==> src/rtl/tri_raster_pkg.sv <==
// ============================================================================
// Module : tri_raster_pkg
// Brief  : Shared FSM state encoding and edge-function width helper.
// Rev    : 1.0  initial release
// ============================================================================
`default_nettype none

package tri_raster_pkg;

  typedef enum logic [1:0] {
    ST_IDLE  = 2'd0,
    ST_LOAD  = 2'd1,
    ST_SETUP = 2'd2,
    ST_SCAN  = 2'd3
  } state_t;

  // Two (COORD_W+1)-bit signed products plus one bit for their difference.
  function automatic int edge_w(input int coord_w);
    return 2 * coord_w + 3;
  endfunction

endpackage

`default_nettype wire

==> src/rtl/tri_raster_edge_eval.sv <==
// ============================================================================
// Module : tri_edge_eval
// Brief  : One edge function E = (x-xa)*dy - (y-ya)*dx with sign/zero flags.
// Rev    : 1.0  initial release
// ============================================================================
`default_nettype none

module tri_edge_eval
  import tri_raster_pkg::*;
#(
  parameter int COORD_W = 3
) (
  input  logic [COORD_W-1:0] x_i,
  input  logic [COORD_W-1:0] y_i,
  input  logic [COORD_W-1:0] xa_i,
  input  logic [COORD_W-1:0] ya_i,
  input  logic [COORD_W:0]   dx_i,
  input  logic [COORD_W:0]   dy_i,
  output logic               ge0_o,
  output logic               le0_o,
  output logic               zero_o
);

  localparam int EW = edge_w(COORD_W);

  logic [COORD_W:0] w_rx;
  logic [COORD_W:0] w_ry;
  logic signed [EW-1:0] w_rx_s;
  logic signed [EW-1:0] w_ry_s;
  logic signed [EW-1:0] w_dx_s;
  logic signed [EW-1:0] w_dy_s;
  logic signed [EW-1:0] w_e;

  assign w_rx = {1'b0, x_i} - {1'b0, xa_i};
  assign w_ry = {1'b0, y_i} - {1'b0, ya_i};

  // Sign-extend every operand to full width so nothing is truncated.
  assign w_rx_s = {{(EW-COORD_W-1){w_rx[COORD_W]}}, w_rx};
  assign w_ry_s = {{(EW-COORD_W-1){w_ry[COORD_W]}}, w_ry};
  assign w_dx_s = {{(EW-COORD_W-1){dx_i[COORD_W]}}, dx_i};
  assign w_dy_s = {{(EW-COORD_W-1){dy_i[COORD_W]}}, dy_i};

  assign w_e = (w_rx_s * w_dy_s) - (w_ry_s * w_dx_s);

  assign zero_o = (w_e == '0);
  assign ge0_o  = ~w_e[EW-1];
  assign le0_o  = w_e[EW-1] | zero_o;

endmodule

`default_nettype wire

==> src/rtl/tri_raster.sv <==
// ============================================================================
// Module : tri_raster
// Brief  : Loads three vertices and scans a window row-major, flagging pixels
//          covered by the triangle. TRI_RASTER_BBOX_EN limits the scan window
//          to the vertex bounding box; otherwise the full grid is scanned.
// Rev    : 1.0  initial release
// ============================================================================
`default_nettype none

module tri_raster
  import tri_raster_pkg::*;
#(
  parameter int COORD_W = 3
) (
  input  logic               clk,
  input  logic               reset,
  input  logic               nt,
  input  logic [COORD_W-1:0] xi,
  input  logic [COORD_W-1:0] yi,
  output logic               busy,
  output logic               ov,
  output logic               po,
  output logic [COORD_W-1:0] xo,
  output logic [COORD_W-1:0] yo
);

  state_t               state_q;
  logic                 ld_sel_q;
  logic [COORD_W-1:0]   vx_q [3];
  logic [COORD_W-1:0]   vy_q [3];
  logic [COORD_W:0]     dx_q [3];
  logic [COORD_W:0]     dy_q [3];
  logic [COORD_W:0]     dx_d [3];
  logic [COORD_W:0]     dy_d [3];
  logic [COORD_W-1:0]   xmin_q, xmax_q, ymin_q, ymax_q;
  logic [COORD_W-1:0]   xmin_d, xmax_d, ymin_d, ymax_d;
  logic [COORD_W-1:0]   sx_q, sy_q;
  logic [COORD_W-1:0]   sx_d, sy_d;
  logic                 busy_q, ov_q, po_q;
  logic [COORD_W-1:0]   xo_q, yo_q;

  logic [2:0]           w_ge0;
  logic [2:0]           w_le0;
  logic [2:0]           w_zero;
  logic                 w_covered;
  logic                 w_row_end;
  logic                 w_last_px;

  // Edge k runs from vertex k to vertex (k+1) mod 3.
  for (genvar k = 0; k < 3; k++) begin : g_edge
    localparam int KB = (k + 1) % 3;

    assign dx_d[k] = {1'b0, vx_q[KB]} - {1'b0, vx_q[k]};
    assign dy_d[k] = {1'b0, vy_q[KB]} - {1'b0, vy_q[k]};

    tri_edge_eval #(
      .COORD_W (COORD_W)
    ) u_edge (
      .x_i    (sx_q),
      .y_i    (sy_q),
      .xa_i   (vx_q[k]),
      .ya_i   (vy_q[k]),
      .dx_i   (dx_q[k]),
      .dy_i   (dy_q[k]),
      .ge0_o  (w_ge0[k]),
      .le0_o  (w_le0[k]),
      .zero_o (w_zero[k])
    );
  end

  // Collinear vertices make the three E sum to zero, so the same-sign test
  // alone restricts degenerate triangles to pixels where every E is zero.
  assign w_covered = (&w_ge0) | (&w_le0) | (&w_zero);

  always_comb begin
`ifdef TRI_RASTER_BBOX_EN
    xmin_d = vx_q[0];
    xmax_d = vx_q[0];
    ymin_d = vy_q[0];
    ymax_d = vy_q[0];
    if (vx_q[1] < xmin_d) xmin_d = vx_q[1];
    if (vx_q[2] < xmin_d) xmin_d = vx_q[2];
    if (vx_q[1] > xmax_d) xmax_d = vx_q[1];
    if (vx_q[2] > xmax_d) xmax_d = vx_q[2];
    if (vy_q[1] < ymin_d) ymin_d = vy_q[1];
    if (vy_q[2] < ymin_d) ymin_d = vy_q[2];
    if (vy_q[1] > ymax_d) ymax_d = vy_q[1];
    if (vy_q[2] > ymax_d) ymax_d = vy_q[2];
`else
    xmin_d = '0;
    xmax_d = '1;
    ymin_d = '0;
    ymax_d = '1;
`endif
  end

  assign w_row_end = (sx_q == xmax_q);
  assign w_last_px = w_row_end && (sy_q == ymax_q);

  always_comb begin
    sx_d = sx_q + 1'b1;
    sy_d = sy_q;
    if (w_row_end) begin
      sx_d = xmin_q;
      sy_d = sy_q + 1'b1;
    end
  end

  always_ff @(posedge clk) begin
    if (reset) begin
      state_q  <= ST_IDLE;
      ld_sel_q <= 1'b0;
      for (int k = 0; k < 3; k++) begin
        vx_q[k] <= '0;
        vy_q[k] <= '0;
        dx_q[k] <= '0;
        dy_q[k] <= '0;
      end
      xmin_q <= '0;
      xmax_q <= '0;
      ymin_q <= '0;
      ymax_q <= '0;
      sx_q   <= '0;
      sy_q   <= '0;
      busy_q <= 1'b0;
      ov_q   <= 1'b0;
      po_q   <= 1'b0;
      xo_q   <= '0;
      yo_q   <= '0;
    end else begin
      case (state_q)
        ST_IDLE: begin
          busy_q <= nt;
          ov_q   <= 1'b0;
          po_q   <= 1'b0;
          if (nt) begin
            vx_q[0]  <= xi;
            vy_q[0]  <= yi;
            ld_sel_q <= 1'b0;
            state_q  <= ST_LOAD;
          end
        end
        ST_LOAD: begin
          busy_q <= 1'b1;
          ov_q   <= 1'b0;
          po_q   <= 1'b0;
          if (!ld_sel_q) begin
            vx_q[1]  <= xi;
            vy_q[1]  <= yi;
            ld_sel_q <= 1'b1;
          end else begin
            vx_q[2] <= xi;
            vy_q[2] <= yi;
            state_q <= ST_SETUP;
          end
        end
        ST_SETUP: begin
          busy_q  <= 1'b1;
          ov_q    <= 1'b0;
          po_q    <= 1'b0;
          dx_q    <= dx_d;
          dy_q    <= dy_d;
          xmin_q  <= xmin_d;
          xmax_q  <= xmax_d;
          ymin_q  <= ymin_d;
          ymax_q  <= ymax_d;
          sx_q    <= xmin_d;
          sy_q    <= ymin_d;
          state_q <= ST_SCAN;
        end
        ST_SCAN: begin
          // busy stays high here so it covers the cycle showing the last pixel.
          busy_q <= 1'b1;
          ov_q   <= 1'b1;
          po_q   <= w_covered;
          xo_q   <= sx_q;
          yo_q   <= sy_q;
          if (w_last_px) begin
            state_q <= ST_IDLE;
          end else begin
            sx_q <= sx_d;
            sy_q <= sy_d;
          end
        end
        default: begin
          state_q <= ST_IDLE;
        end
      endcase
    end
  end

  assign busy = busy_q;
  assign ov   = ov_q;
  assign po   = po_q;
  assign xo   = xo_q;
  assign yo   = yo_q;

endmodule

`default_nettype wire

==> config.mk <==
export PLATFORM = sky130hd
export DESIGN_NAME = tri_raster
export DESIGN_NICKNAME = d
export VERILOG_FILES = /design/src/rtl/tri_raster_pkg.sv /design/src/rtl/tri_raster_edge_eval.sv /design/src/rtl/tri_raster.sv
export SDC_FILE = /design/constraint.sdc
export NUM_CORES = 1
export LEC_CHECK = 0
export CORE_MARGIN = 4
export CORE_UTILIZATION = 40
export CTS_BUF_LIST = sky130_fd_sc_hd__clkbuf_8
export DETAILED_ROUTE_END_ITERATION = 8
export GPL_TIMING_DRIVEN = 1
export HOLD_SLACK_MARGIN = 0.15
export PLACE_DENSITY_LB_ADDON = 0.25
export SLEW_MARGIN = 40
export SYNTH_ARGS = -nofsm -noshare
export SYNTH_HDL_FRONTEND = slang
export SYNTH_SLANG_ARGS = --single-unit
==> constraint.sdc <==
create_clock -name clk -period 6.6 [get_ports clk]
set_input_delay 0.66 -clock clk [delete_from_list [all_inputs] [get_ports clk]]
set_output_delay 0.66 -clock clk [all_outputs]
set_load 0.01 [all_outputs]
==> results by group <==
Floorplan
  – I/O pins: 18
  – Initial Util: 0.408
  – Die Y: 147 µm
  – Core area: 18800 µm²
  – Die ar.: 21500 µm²
  – Die W: roughly 150 µm
  – Std-Cell Rows: 50

Synthesis
  – FFs w/ async S/R, synth: 0
  – Mapped Area: between 7000 and 8000 µm²
  – Post-synth top area cell: ha_1
  – Largest cells by area after synthesis: ha_1 (23%), fa_1 (18%), dfxtp_1 (11%), edfxtp_1 (7.0%), inv_1 (6.9%)
  – Syn_area_per_cell: 9.16 µm²
  – Post-synth EDFFs: 18
  – Post-Synth Adder-Cell Area: 0.406
  – Mux share of post-synthesis cell area: 0.0273
  – Distinct cells, synth: 45
  – Main combinational cell family by area after synthesis: adder cells
  – Yosys reg bits: slightly above 60
  – Synth Area in XOR/XNOR: 0.0729
  – Simple-gate share of the synthesized area: 0.128
  – Syn Inst Count: 839
  – Register area share after synthesis: 0.182
  – Synth Warn #: 0
  – Main flop type after synthesis: dfxtp_1
  – Compound-Gate Fraction of Synth Area: 0.110
  – Area fraction of the dominant cell type after synthesis: 0.226
  – Syn nets: roughly 1100

Clocking
  – Post-CTS Setup Inserts: 0
  – Clk root buf: clkbuf_8
  – Cts-stage hold buffer count: 0
  – Clk buf depth: 2
  – Htree depth: 3
  – Clk Latency, worst-skew pair: 0.35 ns
  – Clk sinks: 61
  – Clock transition at path regs: 0.07 ns
  – TritonCTS clock tree: yes
  – Post-cts resize count: 0
  – Number of CTS-inserted buffers: 9

Worst setup path
  – RR Startpoint: sx_q[0]
  – Worst R2R End: po
  – R2r setup slk: 0.71 ns
  – Data required time of the worst path: ~7 ns
  – Crit end category: register
  – Arr. time, crit path: 6.19 ns
  – Crit-path max cell delay: 0.55 ns
  – Slowest CP cell: or4_1
  – Critical path class: reg2reg
  – R2R depth: 22
  – Type of origin of the critical path: register
  – Critical path cell sequence: inv_1 > ha_1 > inv_1 > fa_1 > xor2_1 > nand2_1 > fa_1 > fa_1 > inv_1 > fa_1 > ha_1 > inv_1 > fa_1 > inv_1 > ha_1 > o21ai_1 > a21oi_1 > o22ai_2 > xnor2_1 > or4_1 > o221ai_1 > and4b_1
  – Worst Path Max Fanout: 5
  – Critical path's top delay family: adder cells
  – CP bufs+invs: 5

Job
  – Max Cap Violations: 0

Routing
  – Routed len/inst: 13.4 µm
  – DRT iter0 DRCs: 141
  – DR vias: 5375
  – Vias per inst: approximately 4.8
  – DRT Pass-1 Iters: 4
  – Final WL: approximately 15000 µm
  – Drt drc: 0
  – Post-route ant nets: 0

STA
  – Final worst slack: 0.705 ns
  – Final setup fails: 0
  – Fin crit period: 5.89 ns
  – Layout Skew: 0.00956 ns
  – RSZ-0062 raised after global routing: no
  – Final worst-path cycle share: 0.893
  – Max frequency: 0.170 GHz
  – Slew at the pin with the worst max-slew slack: 0.715 ns
  – Slew Limit Fails: 0
  – Rel. slew slack: 0.523
  – Setup TNS: 0 ns
  – Fin. Hold Viols: 0

Cells and area
  – Most common cell after layout, fill and taps aside: inv_1
  – # diodes: 0
  – Layout cell share with drive strength beyond 1: 0.0266
  – Fin cells: between 1000 and 1500
  – Area Overhead vs Synth: 8.89%
  – Final #Nets: 1076
  – Commonest non-fill, non-tap cells in the layout: inv_1 (142), ha_1 (139), nor2_1 (92)

GRT
  – Total GRT Usage: 0.145
  – Number of global-route vias before repair: 5390
  – Initial antenna violation count: 0
  – First-pass GRT wire length: between 20000 and 30000 µm
  – Largest net degree at the start of global routing: 47
  – Gr ovfl total: 0

Worst hold path
  – Worst Hold Path Cells: 2
  – Min-delay src: xo[2]
  – HP Class: reg2reg
  – Worst Hold End: xo[2]

Status
  – Outcome: finished, final reports clean

Placed design
  – IO buf count: 17
  – Setup WS pre-CTS: 0.691 ns
  – Placed Instances: 1108
  – HPWL after DPL: between 10000 and 15000 µm
  – Placer Congestion: 0.841
[per-stage QoR]
| stage | utilization | hold WS [ns] | area, µm² |
|---|---|---|---|
| 2_1_floorplan | - | 0.483 | 7690 |
| 3_3_place_gp | 0.433 | 0.487 | 8160 |
| 3_5_place_dp | 0.433 | 0.483 | 8160 |
| 4_1_cts | 0.445 | 0.499 | 8370 |
| 5_1_grt | 0.445 | 0.528 | 8370 |
| 6_report | 0.445 | 0.495 | 8370 |
[flip-flops by register name, indices dropped and copies added (netlist names)]
name and flops:
ymax_q 1, ov 1, yo 3, state_q 2, dy_q 12, dx_q 12
vx_q 9, po 1, xo 3, busy 1, sx_q 3, sy_q 3
vy_q 9, ld_sel_q 1
[worst max path at each step]
stage	start	to	cells past startpoint
floorplan	sx_q[0]	po	22
global placement	sx_q[0]	po	22
detailed placement	sx_q[0]	po	22
CTS	sx_q[0]	po	22
global route	sx_q[0]	po	22
finish	sx_q[0]	po	22
[area by class of cell]
type / instances / area, µm²
tap: 260 / 325
clock buffer: 12 / 165
inverter: 141 / 529
fill: 1849 / 10500
clock inverter: 4 / 45.0
sequential: 61 / 1400
timing repair buffer: 19 / 185
multi-input combinational: 627 / 5720
[layer usage]
| layer | up-vias | global-route usage | share of wire |
|---|---|---|---|
| li1 | 2801 | - | - |
| met4 | 0 | 0.0301 | 0.014 |
| met2 | 57 | 0.237 | 0.45 |
| met1 | 2501 | 0.205 | 0.52 |
| met5 | - | 0 | 0 |
| met3 | 16 | 0.0236 | 0.021 |
[cells by family (layout without fill, tap and decap cells)]
| group | after synthesis | in the layout |
|---|---|---|
| AND/OR/NAND/NOR | 207 | 207 |
| AO/OA/AOI/OAI | 127 | 127 |
| XOR/XNOR | 64 | 64 |
| flip-flops | 61 | 61 |
| multiplexers | 21 | 21 |
| buffers and inverters | 151 | 176 |
| adder cells (fa/ha/maj) | 208 | 208 |
[tightest hold or removal path, cell delays in order (launching register included)]
cell and delay, ns:
dfxtp_1 0.32, mux2i_1 0.06, nor2_1 0.07
[synthesized netlist by cell type (6+ instances only)]
| master | number |
|---|---|
| and2_1 | 30 |
| a211oi_1 | 13 |
| fa_1 | 69 |
| nand2_1 | 35 |
| xor2_1 | 16 |
| nor2b_1 | 11 |
| ha_1 | 139 |
| a21oi_1 | 40 |
| edfxtp_1 | 18 |
| nand2b_1 | 10 |
| xnor2_1 | 48 |
| dfxtp_1 | 43 |
| inv_1 | 141 |
| mux2i_1 | 21 |
| nor2_1 | 92 |
| a21o_1 | 38 |
| o21ai_0 | 11 |
| nor3_1 | 7 |
| clkbuf_1 | 6 |
Power is left out: the tool's default activity adds up to more than one toggle a clock period on the data nets, which glitch-free logic cannot reach.
